[src/rtl/keypad_digit_capture.sv]
// Keypad digit capture: synchronizes the scanner's col/row, debounces
// press and release, and shifts each accepted key into a 2-digit history.
module keypad_digit_capture #(
  parameter int DEBOUNCE_CYCLES = 240000,
  parameter int CNT_W           = 18
) (
  input  logic       clk,
  input  logic       rst,
  input  logic [3:0] col_q,
  input  logic [3:0] row_q,
  output logic [3:0] digit_new,
  output logic [3:0] digit_old,
  output logic       key_valid,
  output logic       key_held
);

  typedef enum logic [1:0] {
    IDLE,
    DEBOUNCE,
    HELD,
    RELEASE
  } state_t;

  localparam logic [CNT_W-1:0] LAST = CNT_W'(DEBOUNCE_CYCLES - 1);

  state_t           state;
  logic [CNT_W-1:0] cnt;
  logic [3:0]       cand;
  logic [7:0]       sync1;
  logic [7:0]       sync2;
  logic [3:0]       cs;
  logic [3:0]       rs;
  logic [1:0]       c_idx;
  logic [1:0]       r_idx;
  logic [3:0]       code;
  logic             present;
  logic             match;

  assign cs = sync2[7:4];
  assign rs = sync2[3:0];

  // Index is only meaningful when the vector is one-hot.
  function automatic logic [1:0] onehot_idx(
    input logic [3:0] v
  );
    logic [1:0] i;
    i = 2'd0;
    case (1'b1)
      v[1]:    i = 2'd1;
      v[2]:    i = 2'd2;
      v[3]:    i = 2'd3;
      default: i = 2'd0;
    endcase
    return i;
  endfunction

  assign c_idx   = onehot_idx(cs);
  assign r_idx   = onehot_idx(rs);
  assign present = $onehot(cs) && $onehot(rs);
  assign match   = present && (code == cand);

  always_comb begin
    code = 4'h0;
    case ({r_idx, c_idx})
      4'h0:    code = 4'h1;
      4'h1:    code = 4'h2;
      4'h2:    code = 4'h3;
      4'h3:    code = 4'hA;
      4'h4:    code = 4'h4;
      4'h5:    code = 4'h5;
      4'h6:    code = 4'h6;
      4'h7:    code = 4'hB;
      4'h8:    code = 4'h7;
      4'h9:    code = 4'h8;
      4'hA:    code = 4'h9;
      4'hB:    code = 4'hC;
      4'hC:    code = 4'hE;
      4'hD:    code = 4'h0;
      4'hE:    code = 4'hF;
      default: code = 4'hD;
    endcase
  end

  always_ff @(posedge clk) begin
    if (rst) begin
      state     <= IDLE;
      cnt       <= '0;
      cand      <= '0;
      sync1     <= '0;
      sync2     <= '0;
      digit_new <= '0;
      digit_old <= '0;
      key_valid <= 1'b0;
      key_held  <= 1'b0;
    end else begin
      sync1     <= {col_q, row_q};
      sync2     <= sync1;
      key_valid <= 1'b0;
      case (state)
        IDLE: begin
          if (present) begin
            cand  <= code;
            cnt   <= '0;
            state <= DEBOUNCE;
          end
        end
        DEBOUNCE: begin
          if (!match) begin
            state <= IDLE;
          end else if (cnt == LAST) begin
            state     <= HELD;
            digit_old <= digit_new;
            digit_new <= cand;
            key_valid <= 1'b1;
            key_held  <= 1'b1;
          end else begin
            cnt <= cnt + 1'b1;
          end
        end
        HELD: begin
          if (!match) begin
            cnt   <= '0;
            state <= RELEASE;
          end
        end
        RELEASE: begin
          // Same key back again is contact bounce, not a new press.
          if (match) begin
            state <= HELD;
          end else if (cnt == LAST) begin
            state    <= IDLE;
            key_held <= 1'b0;
          end else begin
            cnt <= cnt + 1'b1;
          end
        end
        default: begin
          state    <= IDLE;
          key_held <= 1'b0;
        end
      endcase
    end
  end

endmodule

[config.mk]
export PLATFORM = sky130hd
export DESIGN_NAME = keypad_digit_capture
export DESIGN_NICKNAME = d
export VERILOG_FILES = /design/src/rtl/keypad_digit_capture.sv
export SDC_FILE = /design/constraint.sdc
export NUM_CORES = 1
export LEC_CHECK = 0
export CAP_MARGIN = 30
export CORE_MARGIN = 1
export CORE_UTILIZATION = 45
export CTS_CLUSTER_SIZE = 10
export DETAILED_ROUTE_END_ITERATION = 7
export GPL_TIMING_DRIVEN = 1
export PLACE_DENSITY = 0.67
export SLEW_MARGIN = 20
export SYNTH_ARGS = -nofsm -noshare
export SYNTH_HDL_FRONTEND = slang
export SYNTH_SLANG_ARGS = --single-unit
[constraint.sdc]
create_clock -name clk -period 8.2 [get_ports clk]
set_input_delay 0.82 -clock clk [delete_from_list [all_inputs] [get_ports clk]]
set_output_delay 0.82 -clock clk [all_outputs]
set_load 0.02 [all_outputs]
# Word level (Yosys, flattened, before mapping)
# Memory sizes are Yosys's and may differ from the RTL's.
# Index checks and enable logic that the tools add are counted.
dict set report totals {
  register_bits 50
  romBits 64
  input_bits 10
  out_inout_bits 10
  word_cells 69
  memories 1
}
dict set report classes {
  n_addsub 7
  n_eq_ne 15
  muxes 25
  bitwise 2
  reduce_logical 10
}
# name depth word_bits read_ports rd_ports_with_merged_regs write_ports line_no
set memory_table {}
lappend memory_table {{(no name shown)} 16 4 1 0 0 64} ;# case ({r_idx, c_idx})
# operator n
set ops {}
lappend ops {{two-way mux 18 bit} 5}
lappend ops {{case mux 18 bit (4 select lines)} 1}
lappend ops {{two-way mux 2 bit} 12}
lappend ops {{adder 18 x 1 -> 18 bit (second input constant)} 1}
lappend ops {{equality test 18 bit (second input constant)} 1}
lappend ops {{inequality test 2 bit (second input constant)} 6}
lappend ops {{adder 1 x 1 -> 2 bit} 4}
lappend ops {{case mux 2 bit (4 select lines)} 1}
lappend ops {{AND reduction 4 bit} 2}
lappend ops {{adder 2 x 2 -> 3 bit} 2}
lappend ops {{equality test 3 x 1 -> 1 bit (second input constant)} 2}
lappend ops {{inequality test 3 bit (second input constant)} 2}
lappend ops {{two-way mux 1 bit} 5}
lappend ops {{AND reduction 5 bit} 1}
lappend ops {{equality test 2 bit (second input constant)} 2}
lappend ops {{equality test 4 bit} 1}
lappend ops {{AND reduction 3 bit} 1}
lappend ops {{OR reduction 3 bit} 1}
lappend ops {{equality test 2 x 1 -> 1 bit (second input constant)} 1}
lappend ops {{logical AND 1 bit} 2}
lappend ops {{zero test 2 bit} 1}
lappend ops {{NOT 1 bit} 2}
lappend ops {{case mux 1 bit (2 select lines)} 1}
lappend ops {{AND reduction 2 bit} 1}
lappend ops {{nonzero test 2 bit} 1}

# Depth between registers and ports, before layout
# Gate-level depths: netlist of the first run.
# An unclocked memory read counts as a cell.
dict set report logic_depth {
  word_depth 8
  ltp_mapped 14
  mapped_depth_nobuf 12
}

# Least setup slack after synthesis of the first run
# Ideal clock, no wire load.
dict set report synth_path {
  path_type {flip-flop to flip-flop}
  start {register sync2[5]}
  end {register digit_old[0]}
  setup_ns 0.117
  t_arrival_ns 3.250
  t_required_ns 8.083
  slack_ns 4.833
  stages_incl_launch_ff 15
  path_buffers 2
  path_cell_list {dfxtp_1 > buf_4 > inv_1 > fa_1 > inv_1 > ha_1 > ha_1 > nor4bb_1 > nand3_1 > mux2_4 > or2_2 > nor4_4 > buf_6 > mux2i_1 > nor2_1}
}
dict set report synth_between {
  elab_chain_len 6
  elab_cells_between_ends 9
  cone_classes {2 x add/sub; 2 x eq/ne; 1 x mux; 3 x reduce/logical; 1 x memory}
}
# item line_no
set synth_lines {}
lappend synth_lines {{start, declared} 30} ;# logic [7:0] sync2;
lappend synth_lines {{start signal, assigned} 97} ;# sync2 <= sync1;
lappend synth_lines {{branches (longest 4 deep; another with memory (16 x 4 bit))} --}
lappend synth_lines {{logical AND 1 bit *} 60} ;# assign match = present && (code == cand);
lappend synth_lines {{AND reduction 3 bit (no line) *} --}
lappend synth_lines {{end signal, assigned} 112} ;# digit_old <= digit_new;
lappend synth_lines {{end, declared} 12} ;# output logic [3:0] digit_old,
# Mark *: on every way between the ends.
# A chain may end at the register's enable or synchronous reset.

# Worst setup path after layout of the first run
dict set report layout_path {
  start {register sync2[5]}
  end {register cnt[2]}
}
dict set report layout_between {
  elab_chain_len 7
  elab_cells_between_ends 13
  cone_classes {2 x add/sub; 6 x eq/ne; 1 x mux; 3 x reduce/logical; 1 x memory}
}
# item line_no
set layout_lines {}
lappend layout_lines {{branches (longest 6 deep; another with memory (16 x 4 bit))} --}
lappend layout_lines {{AND reduction 4 bit (no line) *} --}
lappend layout_lines {{end signal, assigned} 117} ;# cnt <= cnt + 1'b1;
lappend layout_lines {{end signal, assigned} 134} ;# cnt <= cnt + 1'b1;
lappend layout_lines {{end, declared} 27} ;# logic [CNT_W-1:0] cnt;
# Marks and branches as above.

==> results of run 1 <==
layout make-up:
cell class                 count  area (um2)
fill                         598        2870
multi-input combinational    239        1670
sequential                    50        1000
timing repair buffer          20         198
tap                           75        93.8
inverter                      22        82.6
clock buffer                   5        68.8
clock inverter                 3        40.0
synthesized netlist by cell type (6+ instances only):
cell / count
sky130_fd_sc_hd__dfxtp_1: 50
sky130_fd_sc_hd__nor2_1: 26
sky130_fd_sc_hd__nor2b_1: 22
sky130_fd_sc_hd__inv_1: 19
sky130_fd_sc_hd__mux2i_1: 18
sky130_fd_sc_hd__nand2_1: 17
sky130_fd_sc_hd__nand3_1: 13
sky130_fd_sc_hd__nor4_1: 12
sky130_fd_sc_hd__nor3_1: 11
sky130_fd_sc_hd__nand4_1: 9
sky130_fd_sc_hd__a21oi_1: 8
sky130_fd_sc_hd__clkbuf_1: 7
sky130_fd_sc_hd__or3_1: 6
state kept, by name, summed over array words and instances (netlist names), named ones only:
register   count
cnt           18
sync1          8
sync2          8
cand           4
digit_new      4
digit_old      4
key_held       1
key_valid      1
state          1
cell families (layout without fill, tap and decap cells):
| kind of cell | Yosys count | after routing | share of synthesized area |
|---|---|---|---|
| DFF | 50 | 50 | 0.350 |
| xor gates and xnor gates | 2 | 2 | 0.00613 |
| buffers and inverters | 40 | 50 | 0.0652 |
| and+or+nand+nor | 146 | 146 | 0.296 |
| adders and majority gates | 7 | 7 | 0.0359 |
| AOI/OAI and AO/OA | 63 | 63 | 0.169 |
| muxes | 21 | 21 | 0.0775 |
metrics by stage:
step	utilization	setup slack, ns
2_1_floorplan	-	4.83
3_3_place_gp	0.505	4.22
3_5_place_dp	0.505	4.17
4_1_cts	0.523	4.15
5_1_grt	0.523	3.87
6_report	0.523	4.16
power by group:
group,switching [mW],leakage (nW),internal (mW)
Combinational,0.0333,0.559,0.0242
Clock,0.0843,0.0579,0.0899
Sequential,0.00773,0.407,0.249
routing by layer:
layer  routed length (um)  up-vias
met2                 3010       52
met4                  159        0
met1                 2900     1141
li1                     -     1227
met3                  183       15
met5                    0        -
worst paths after layout:
kind	start	to	slack (ns)	cells after the start
setup / recovery	sync2[5]	cnt[2]	4.16	12
hold / removal	sync1[2]	sync2[2]	0.44	1
setup reg to reg	sync2[5]	cnt[2]	4.16	12
hold reg to reg	sync1[2]	sync2[2]	0.44	1
critical path, cell delays in order (launching register included):
cell and delay (ns):
sky130_fd_sc_hd__dfxtp_1 0.58, sky130_fd_sc_hd__inv_1 0.14, sky130_fd_sc_hd__fa_1 0.52, sky130_fd_sc_hd__inv_1 0.04
sky130_fd_sc_hd__ha_1 0.17, sky130_fd_sc_hd__ha_1 0.26, sky130_fd_sc_hd__nor4bb_1 0.42, sky130_fd_sc_hd__nand3_1 0.12
sky130_fd_sc_hd__mux2_4 0.30, sky130_fd_sc_hd__or2_2 0.32, sky130_fd_sc_hd__nor2_2 0.62, sky130_fd_sc_hd__mux2_1 0.38
sky130_fd_sc_hd__o211ai_1 0.09
==> results.txt, run 1 <==
----------------------------------------------------
[Run status]
  Run status ... finished, final reports clean

[Timing]
  Max-Slew Margin vs Limit ... 0.396
  Worst hold slack ... between 0.4 and 0.5 ns
  Slew Limit Fails ... 0
  Final setup TNS ... 0 ns
  Time the worst path needs with I/O delays and setup ... 4.04 ns
  Count of endpoints failing setup in the final report ... 0
  Clock Skew ... 0.0115 ns
  Final period util ... 0.492
  RSZ-0062 raised after global routing ... false
  Top achievable clock speed ... roughly 0.25 GHz
  Slew of the pin with the lowest slew margin ... ~0.90 ns
  Hold violation total from the final report ... 0

[Power]
  IR Drop Worst-Case VDD ... 90.6 uV
  Total power density per cell area ... ~150 nW/um2
  Final total power ... 0.488 mW
  Leak ... 1.02 nW

[Logic synthesis]
  Proportion of netlist area held by the largest area contributor ... 0.350
  Number of synthesized register bits ... 50
  Netlist area before placement ... 2860 um2
  Syn. warnings ... 0
  Number of enable-type register cells in the synthesized netlist ... 0
  Post-Synthesis Cells ... around 330
  Proportion of synthesized flip-flops having asynchronous set or reset ... 0
  Cells taking the most area after synthesis ... sky130_fd_sc_hd__dfxtp_1, sky130_fd_sc_hd__mux2i_1, sky130_fd_sc_hd__nor2b_1
  Leading area contributor after synthesis ... sky130_fd_sc_hd__dfxtp_1
  Post-synth net total ... 346
  Seq/Total Area, Yosys ... 0.350
  Mean cell area of the mapped netlist ... 8.69 um2
  Netlist cell types ... 68
  Most used flip-flop cell after synthesis ... sky130_fd_sc_hd__dfxtp_1

[Floorplanning]
  Standard cell core area ... 6030 um2
  Y dimension of the die ... 81.7 um
  Die X ... a little over 80 um
  Number of cell rows ... 28
  Top-level port count ... 20
  Initial core utilization ... 0.474
  Die outline area ... 6670 um2

[Clocking]
  CTS Root Buffer Type ... sky130_fd_sc_hd__clkbuf_8
  Post-CTS Repair Setup Buffers ... 0
  Clock tree from TritonCTS ... built
  Number of buffers created by CTS ... 5
  CTS clock-pin slew for the worst setup and hold paths ... 0.09 ns
  Worst-skew pair later-pin latency ... 0.31 ns
  Maximum number of buffers from clock root to sink ... 2
  CTS Hold Buffers Added ... 0
  Post-CTS Resized ... 0
  Clock Sink Count ... 50
  Number of H-tree levels ... 2

[Placement]
  Detailed Place HPWL ... 4380 um
  Placed Instance Area ... 3050 um2
  Weighted congestion reported at the end of routability-driven placement ... 0.779
  Number of port buffers ... 19
  Instance count after placement with tap cells included ... 406

[Global routing]
  Fraction of met2 tracks used by global routing ... 0.356
  Busiest layer in global routing ... met2
  Met1 capacity usage during global routing ... 0.251
  Global-route wire length before repair ... 10,500 um
  Vias in the first global route ... between 2k and 2.5k
  Met3 global-route usage ... 0.0356
  Pin count of the biggest net entering global routing ... 41
  Initial antenna violation count ... 0
  Gr ovfl total ... 0
  Total Routing Usage GR ... 0.206

[Worst setup path]
  Critical path arrival ... 4.27 ns
  Worst setup EP type ... flip-flop
  Critical path start-end classification ... flip-flop to flip-flop
  Element type at the critical path start ... flip-flop
  Critical Path RT ... approximately 8.4 ns
  Largest fanout on the critical path ... 14

[Drt]
  Routed wire length ... roughly 6300 um
  Via total after detailed routing ... 2,435
  Mean routed wirelength per cell ... 15.1 um
  Initial DRC count ... between 100 and 150
  Detailed-router iteration count before antenna repair ... 4
  Remaining DRCs ... 0
  Via count normalized by instance count ... 5.88
  Number of nets still failing antenna checks after routing ... 0

[Cells and area]
  Area growth, synth to finish ... 10.4%
  Final cell area excluding filler cells ... 3150 um2
  Most frequent standard cell in the layout excluding fill and tap cells ... sky130_fd_sc_hd__dfxtp_1
  Number of non-filler instances in the completed layout ... 414
  Most used cells in the layout excluding fill and tap cells ... sky130_fd_sc_hd__dfxtp_1, sky130_fd_sc_hd__nor2_1, sky130_fd_sc_hd__nor2b_1
  Number of nets in the layout ... 355
  Layout cell share with drive strength beyond 1 ... 0.100
  ANT cells ... 0

[Run]
  MaxCap Viol Count ... 0

[Worst hold path]
  Path category of the worst min-delay check ... flip-flop to flip-flop

----------------------------------------------------
Power figures use the tool's default switching activity.
==> run 2, diff against run 1 <==
==> constraint.sdc (replaced) <==
create_clock -name clk -period 3.8 [get_ports clk]
set_input_delay 0.38 -clock clk [delete_from_list [all_inputs] [get_ports clk]]
set_output_delay 0.38 -clock clk [all_outputs]
set_load 0.02 [all_outputs]
==> run 2 against run 1 <==
Maximum frequency is 15% higher. Combinational power increased by 130%. Global-route usage rose by 0.24 points. Critical path depth is the same. Via count grew 0.62%. Wire length increased by 1.4%. Clock skew decreased by 0.0025 ns.
==> results.txt, run 2 (same netlist as run 1, synthesis figures left out) <==
----------------------------------------------------
[Timing]
  RSZ-0062 raised after global routing ... false
  Slew of the pin with the lowest slew margin ... 0.665 ns (-0.233 ns)
  Final period util ... 0.922 (+0.430)
  Max-Slew Margin vs Limit ... 0.556 (+0.161)
  Clock Skew ... 0.00904 ns (-0.00248 ns)
  Count of endpoints failing setup in the final report ... 0 (unchanged)
  Final setup TNS ... 0 ns (unchanged)
  Hold violation total from the final report ... 0 (unchanged)
  Top achievable clock speed ... 0.286 GHz (+15%)
  Slew Limit Fails ... 0 (unchanged)
  Time the worst path needs with I/O delays and setup ... 3.50 ns (-0.534 ns)

[Floorplanning]
  Initial core utilization ... 0.474 (unchanged)
  Die outline area ... 6670 um2 (unchanged)
  Standard cell core area ... 6030 um2 (unchanged)
  Top-level port count ... 20 (unchanged)
  Y dimension of the die ... 81.7 um (unchanged)
  Die X ... 81.7 um (unchanged)
  Number of cell rows ... 28 (unchanged)

[Worst setup path]
  Buffers & Inverters on Critical Path ... 3 (+1)
  Critical path start-end classification ... flip-flop to flip-flop
  Slack of the worst reg-to-reg path ... 0.30 ns (-3.87 ns)
  Number of cell instances on the worst register-to-register path ... 12 (unchanged)
  Family with the most delay on the worst path ... simple AND/OR/NAND/NOR gates
  Critical path arrival ... 3.73 ns (-0.54 ns)
  Crit-path slowest cell ... sky130_fd_sc_hd__dfxtp_1
  CP peak stage delay ... 0.55 ns (-0.07 ns)
  Element type at the critical path start ... flip-flop
  Terminus of the critical flop-to-flop path ... cnt[2]
  Largest fanout on the critical path ... 12 (-2)
  CP cell instances ... inv_1 > fa_1 > inv_1 > ha_1 > nor4bb_2 > nand3_1 > mux2_4 > or2_2 > nor2_2 > buf_4 > mux2_1 > o211ai_1
  Worst setup EP type ... flip-flop
  Crit-path most repeated cell ... sky130_fd_sc_hd__inv_1
  Startpoint of the worst register-to-register path ... sync2[1]
  Critical Path RT ... 4.03 ns (-4.40 ns)

[Global routing]
  Initial antenna violation count ... 0 (unchanged)
  Gr ovfl total ... 0 (unchanged)
  Met1 capacity usage during global routing ... 0.264 (+0.0133)
  Total Routing Usage GR ... 0.208 (+0.00245)
  Global-route wire length before repair ... 10,700 um (+1.5%)
  Vias in the first global route ... 2,238 (+2.7%)
  Pin count of the biggest net entering global routing ... 41 (unchanged)
  Met3 global-route usage ... 0.0300 (-0.00556)
  Busiest layer in global routing ... met2
  Fraction of met2 tracks used by global routing ... 0.358 (+0.00250)

[Placement]
  Placed Instance Area ... 3110 um2 (+2.0%)
  Detailed Place HPWL ... 4460 um (+1.9%)
  Instance count after placement with tap cells included ... 414 (+2.0%)
  Weighted congestion reported at the end of routability-driven placement ... 0.910 (+17%)
  Number of port buffers ... 19 (unchanged)

[Cells and area]
  Layout cell share with drive strength beyond 1 ... 0.121 (+0.0207)
  Area growth, synth to finish ... 12.2%
  Largest regs ... cnt x18, sync1 x8, sync2 x8
  Most frequent standard cell in the layout excluding fill and tap cells ... sky130_fd_sc_hd__dfxtp_1
  Most used cells in the layout excluding fill and tap cells ... sky130_fd_sc_hd__dfxtp_1, sky130_fd_sc_hd__nor2_1, sky130_fd_sc_hd__nor2b_1
  Number of non-filler instances in the completed layout ... 422 (+1.9%)
  Number of nets in the layout ... 363 (+2.3%)
  Flip-flop count of the largest register after layout ... 18 (unchanged)
  ANT cells ... 0 (unchanged)
  Final cell area excluding filler cells ... 3210 um2 (+1.6%)
  Most flops, register ... cnt

[Power]
  Combinational share of power ... 0.134 (+0.016)
  Internal Power ... 0.724 mW (+100%)
  Total power density per cell area ... 308 nW/um2 (+99%)
  Net switching share of the total power ... 0.267 (+0.0106)
  Register share of total power ... 0.556 (+0.031)
  Clock share of power ... 0.310 (-0.047)
  NetSw ... 0.264 mW (+110%)
  Leak ... 1.06 nW (+3.1%)
  IR Drop Worst-Case VDD ... 180 uV (+99%)

[Clocking]
  Number of buffers created by CTS ... 5 (unchanged)
  Clock tree from TritonCTS ... built
  CTS Root Buffer Type ... sky130_fd_sc_hd__clkbuf_8
  Worst-skew pair later-pin latency ... 0.30 ns (about the same)
  Number of H-tree levels ... 2 (unchanged)
  Maximum number of buffers from clock root to sink ... 2 (unchanged)
  CTS clock-pin slew for the worst setup and hold paths ... 0.09 ns (about the same)
  Clock Sink Count ... 50 (unchanged)
  Post-CTS Repair Setup Buffers ... 0 (unchanged)

[Drt]
  Number of nets still failing antenna checks after routing ... 0 (unchanged)
  Detailed-router iteration count before antenna repair ... 4 (unchanged)
  Via total after detailed routing ... 2,450 (+0.62%)
  Via count normalized by instance count ... 5.81 (-1.3%)
  Initial DRC count ... 113 (-20%)
  Routed wire length ... 6350 um (+1.4%)
  Remaining DRCs ... 0 (unchanged)
  Mean routed wirelength per cell ... 15.0 um (-0.50%)

[Worst hold path]
  Worst Min Path Start ... sync1[5]
  Worst Hold Path EP ... sync2[5]
  Instance count along the most critical hold path ... 1 (unchanged)
  Path category of the worst min-delay check ... flip-flop to flip-flop

[Run status]
  Run status ... finished, final reports clean

[Run]
  MaxCap Viol Count ... 0 (unchanged)

----------------------------------------------------
run 2: timing repair:
action | CTS | global route
resized for setup | 0 | 2
hold buffers | 0 | 0
endpoints found under the setup margin | 0 | 10
run 2: how the worst max path moves through the flow:
stage          startpoint           end  slack [ns]  cells after the start
3_5_place_dp     sync2[1]        cnt[7]        0.20                     11
3_3_place_gp     sync2[1]        cnt[2]        0.36                     12
5_1_grt          sync2[1]        cnt[2]        0.06                     12
6_report         sync2[1]        cnt[2]        0.30                     12
4_1_cts          sync2[1]        cnt[7]        0.18                     11
2_1_floorplan    sync2[5]  digit_old[0]        0.43                     14
run 2: power by group through the flow:
stage | Clock, mW | Sequential [mW] | Combinational, mW
2_1_floorplan | 0 | 0.557 | 0.104
3_3_place_gp | 0 | 0.561 | 0.129
3_5_place_dp | 0 | 0.562 | 0.131
4_1_cts | 0.315 | 0.550 | 0.131
5_1_grt | 0.337 | 0.552 | 0.148
6_report | 0.306 | 0.549 | 0.133
run 2: layer usage:
metal / vias to the layer above / part of all wire
met5: - / 0
met4: 0 / 0.017
met3: 11 / 0.044
met2: 60 / 0.48
met1: 1136 / 0.46
li1: 1243 / -
run 2: final cells by class:
cell class / count / area [um2]
inverter: 22 / 82.6
sequential: 50 / 1000
multi-input combinational: 239 / 1680
timing repair buffer: 28 / 258
clock buffer: 6 / 72.6
tap: 75 / 93.8
clock inverter: 2 / 13.8
fill: 579 / 2820
run 2: metrics by stage:
step	setup WS, ns	power [mW]	hold WS, ns	utilization
global route	0.0610	1.04	0.464	0.532
global placement	0.355	0.690	0.421	0.515
finish	0.298	0.989	0.442	0.532
floorplan	0.433	0.661	0.414	-
detailed placement	0.203	0.693	0.422	0.515
CTS	0.180	0.996	0.443	0.530
==> run 3, diff against run 2 <==
--- a/config.mk
+++ b/config.mk
@@ -11,7 +11,7 @@
 export CTS_CLUSTER_SIZE = 10
 export DETAILED_ROUTE_END_ITERATION = 7
 export GPL_TIMING_DRIVEN = 1
-export PLACE_DENSITY = 0.67
+export PLACE_DENSITY = 0.69
 export SLEW_MARGIN = 20
 export SYNTH_ARGS = -nofsm -noshare
 export SYNTH_HDL_FRONTEND = slang
==> constraint.sdc (replaced) <==
create_clock -name clk -period 3.2 [get_ports clk]
set_input_delay 0.32 -clock clk [delete_from_list [all_inputs] [get_ports clk]]
set_output_delay 0.32 -clock clk [all_outputs]
set_load 0.02 [all_outputs]
==> run 3 against run 2 <==
Register-to-register slack got worse by 0.25 ns. Sequential cell count did not move. Maximum frequency rose by 11%. Highest routed layer unchanged. Critical endpoint is now digit_new[2]. Hold slack improved by 0.0012 ns. Combinational power rose by 44%. Clock-buffer cell count fell by 1. Final area rose by 7.7%. Worst setup slack got worse by 0.25 ns. Via count rose by 4.0%. Largest cell class unchanged. Global-route usage rose by 0.42 points.
==> results.txt, run 3 (same netlist as run 1, synthesis figures left out) <==
----------------------------------------------------
[Run status]
  Run status ... finished, final reports clean

[Cells and area]
  ANT cells ... 0 (unchanged)
  Most used cells in the layout excluding fill and tap cells ... sky130_fd_sc_hd__dfxtp_1, sky130_fd_sc_hd__nor2_1, sky130_fd_sc_hd__nor2b_1
  Area growth, synth to finish ... 20.8%
  Most flops, register ... cnt
  Largest regs ... cnt x18, sync1 x8, sync2 x8
  Flip-flop count of the largest register after layout ... 18 (unchanged)
  Number of nets in the layout ... 377 (+3.9%)
  Layout cell share with drive strength beyond 1 ... 0.183 (+0.0618)
  Filler cell count in the final layout ... 570 (-1.6%)
  Most frequent standard cell in the layout excluding fill and tap cells ... sky130_fd_sc_hd__dfxtp_1

[Drt]
  Routed wire length ... 6430 um (+1.3%)
  Via count normalized by instance count ... 5.84 (+0.66%)
  Remaining DRCs ... 0 (unchanged)
  Number of nets still failing antenna checks after routing ... 0 (unchanged)
  Mean routed wirelength per cell ... 14.8 um (-1.9%)
  Via total after detailed routing ... 2,548 (+4.0%)
  Initial DRC count ... 99 (-12%)
  Detailed-router iteration count before antenna repair ... 4 (unchanged)

[Floorplanning]
  Die outline area ... 6670 um2 (unchanged)
  Die X ... 81.7 um (unchanged)
  Y dimension of the die ... 81.7 um (unchanged)
  Top-level port count ... 20 (unchanged)
  Standard cell core area ... 6030 um2 (unchanged)
  Initial core utilization ... 0.474 (unchanged)
  Number of cell rows ... 28 (unchanged)

[Clocking]
  Clock Sink Count ... 50 (unchanged)
  Number of buffers created by CTS ... 5 (unchanged)
  Worst-skew pair later-pin latency ... 0.31 ns (about the same)
  CTS Hold Buffers Added ... 0 (unchanged)
  CTS Root Buffer Type ... sky130_fd_sc_hd__clkbuf_8
  CTS clock-pin slew for the worst setup and hold paths ... 0.10 ns (about the same)
  Maximum number of buffers from clock root to sink ... 2 (unchanged)
  Number of H-tree levels ... 2 (unchanged)
  Clock tree from TritonCTS ... built

[Timing]
  Clock Skew ... 0.00766 ns (-0.00138 ns)
  RSZ-0062 raised after global routing ... true
  Time the worst path needs with I/O delays and setup ... 3.15 ns (-0.350 ns)
  Top achievable clock speed ... 0.317 GHz (+11%)
  Slew Limit Fails ... 0 (unchanged)
  Slew of the pin with the lowest slew margin ... 0.523 ns (-0.143 ns)
  Max-Slew Margin vs Limit ... 0.651 (+0.0946)
  Final period util ... 0.985 (+0.0635)
  Hold violation total from the final report ... 0 (unchanged)
  Post-layout worst setup margin ... 0.0474 ns (-0.250 ns)
  Count of endpoints failing setup in the final report ... 0 (unchanged)
  Final setup TNS ... 0 ns (unchanged)

[Global routing]
  Initial antenna violation count ... 0 (unchanged)
  Total Routing Usage GR ... 0.212 (+0.00421)
  Pin count of the biggest net entering global routing ... 38 (-7.3%)
  Gr ovfl total ... 0 (unchanged)
  Vias in the first global route ... 2,404 (+7.4%)
  Global-route wire length before repair ... 10,800 um (+1.6%)

[Power]
  Total power density per cell area ... 380 nW/um2 (+23%)
  Net switching share of the total power ... 0.265 (-0.00197)
  IR Drop Worst-Case VDD ... 265 uV (+47%)
  Final total power ... 1.31 mW (+33%)
  Clock share of power ... 0.359 (+0.049)
  Internal Power ... 0.963 mW (+33%)
  NetSw ... 0.348 mW (+32%)
  Combinational share of power ... 0.146 (+0.012)
  Leak ... 1.15 nW (+9.2%)
  Register share of total power ... 0.496 (-0.060)

[Placement]
  Detailed Place HPWL ... 4480 um (+0.48%)
  Weighted congestion reported at the end of routability-driven placement ... 0.882 (-3.1%)
  Post-placement worst setup slack ... -0.0176 ns (-0.221 ns)
  Number of port buffers ... 19 (unchanged)

[Worst setup path]
  Critical path arrival ... 3.35 ns (-0.38 ns)
  Largest fanout on the critical path ... 4 (-8)
  Critical path start-end classification ... flip-flop to flip-flop
  Critical Path RT ... 3.40 ns (-0.63 ns)
  Element type at the critical path start ... flip-flop
  Worst setup EP type ... flip-flop

[Run]
  MaxCap Viol Count ... 0 (unchanged)

[Worst hold path]
  Path category of the worst min-delay check ... flip-flop to flip-flop

----------------------------------------------------
-- run 3: changes by cell type in the layout (fill, tap and decap cells not counted), sizes merged --
cell,change
buf,+13
clkinv,-2
bufinv,+1
inv,+2
-- run 3: timing repair --
action,in CTS,in global routing
gates resized for setup,2,13
endpoints found under the setup margin,15,27
hold endpoints to repair,0,0
buffers inserted,0,1
cloned,0,1
pin swaps,0,6
-- run 3: worst paths after layout --
path	start	end	slack, ns	cells after the start
setup / recovery	sync2[4]	digit_new[2]	0.05	13
hold / removal	sync1[5]	sync2[5]	0.44	1
setup reg to reg	sync2[4]	digit_new[2]	0.05	13
hold reg to reg	sync1[5]	sync2[5]	0.44	1
-- run 3: layer usage --
| metal | share of wire | up-vias | global-route usage |
|---|---|---|---|
| met2 | 0.50 | 59 | 0.376 |
| met4 | 0.016 | 0 | 0.0702 |
| li1 | - | 1271 | - |
| met1 | 0.44 | 1207 | 0.260 |
| met5 | 0 | - | 0 |
| met3 | 0.039 | 11 | 0.0344 |
-- run 3: metrics by stage --
stage | hold WS (ns) | std cells | area [um2] | util
finish | 0.443 | 436 | 3450 | 0.573
global route | 0.460 | 436 | 3450 | 0.573
CTS | 0.444 | 434 | 3350 | 0.556
detailed placement | 0.422 | 426 | 3220 | 0.535
global placement | 0.418 | 426 | 3220 | 0.535
floorplan | 0.414 | 329 | 2880 | -
-- run 3: final cells by class --
class	instances	area, um2	area share
clock buffer	5	68.8	0.0199
clock inverter	3	47.5	0.0138
inverter	22	82.6	0.0239
multi-input combinational	239	1750	0.506
sequential	50	1000	0.291
tap	75	93.8	0.0272
timing repair buffer	42	408	0.118
-- run 3: power by group through the flow --
stage	Combinational, mW	Clock, mW	Sequential [mW]
after floorplan	0.128	0	0.661
after global placement	0.171	0	0.664
after detailed placement	0.173	0	0.664
after CTS	0.178	0.482	0.650
after global routing	0.212	0.506	0.653
final	0.191	0.470	0.650
-- run 3: worst max-delay path, cell delays in order, from the launching register on --
cell and delay, ns:
sky130_fd_sc_hd__dfxtp_2 0.34, sky130_fd_sc_hd__inv_2 0.04, sky130_fd_sc_hd__fa_1 0.52, sky130_fd_sc_hd__inv_1 0.04, sky130_fd_sc_hd__ha_2 0.17, sky130_fd_sc_hd__ha_4 0.22
sky130_fd_sc_hd__nor4bb_4 0.32, sky130_fd_sc_hd__nand3_1 0.12, sky130_fd_sc_hd__mux2_4 0.31, sky130_fd_sc_hd__or2_4 0.26, sky130_fd_sc_hd__nor4_4 0.26, sky130_fd_sc_hd__clkbuf_16 0.22
sky130_fd_sc_hd__mux2i_1 0.17, sky130_fd_sc_hd__nor2_1 0.05
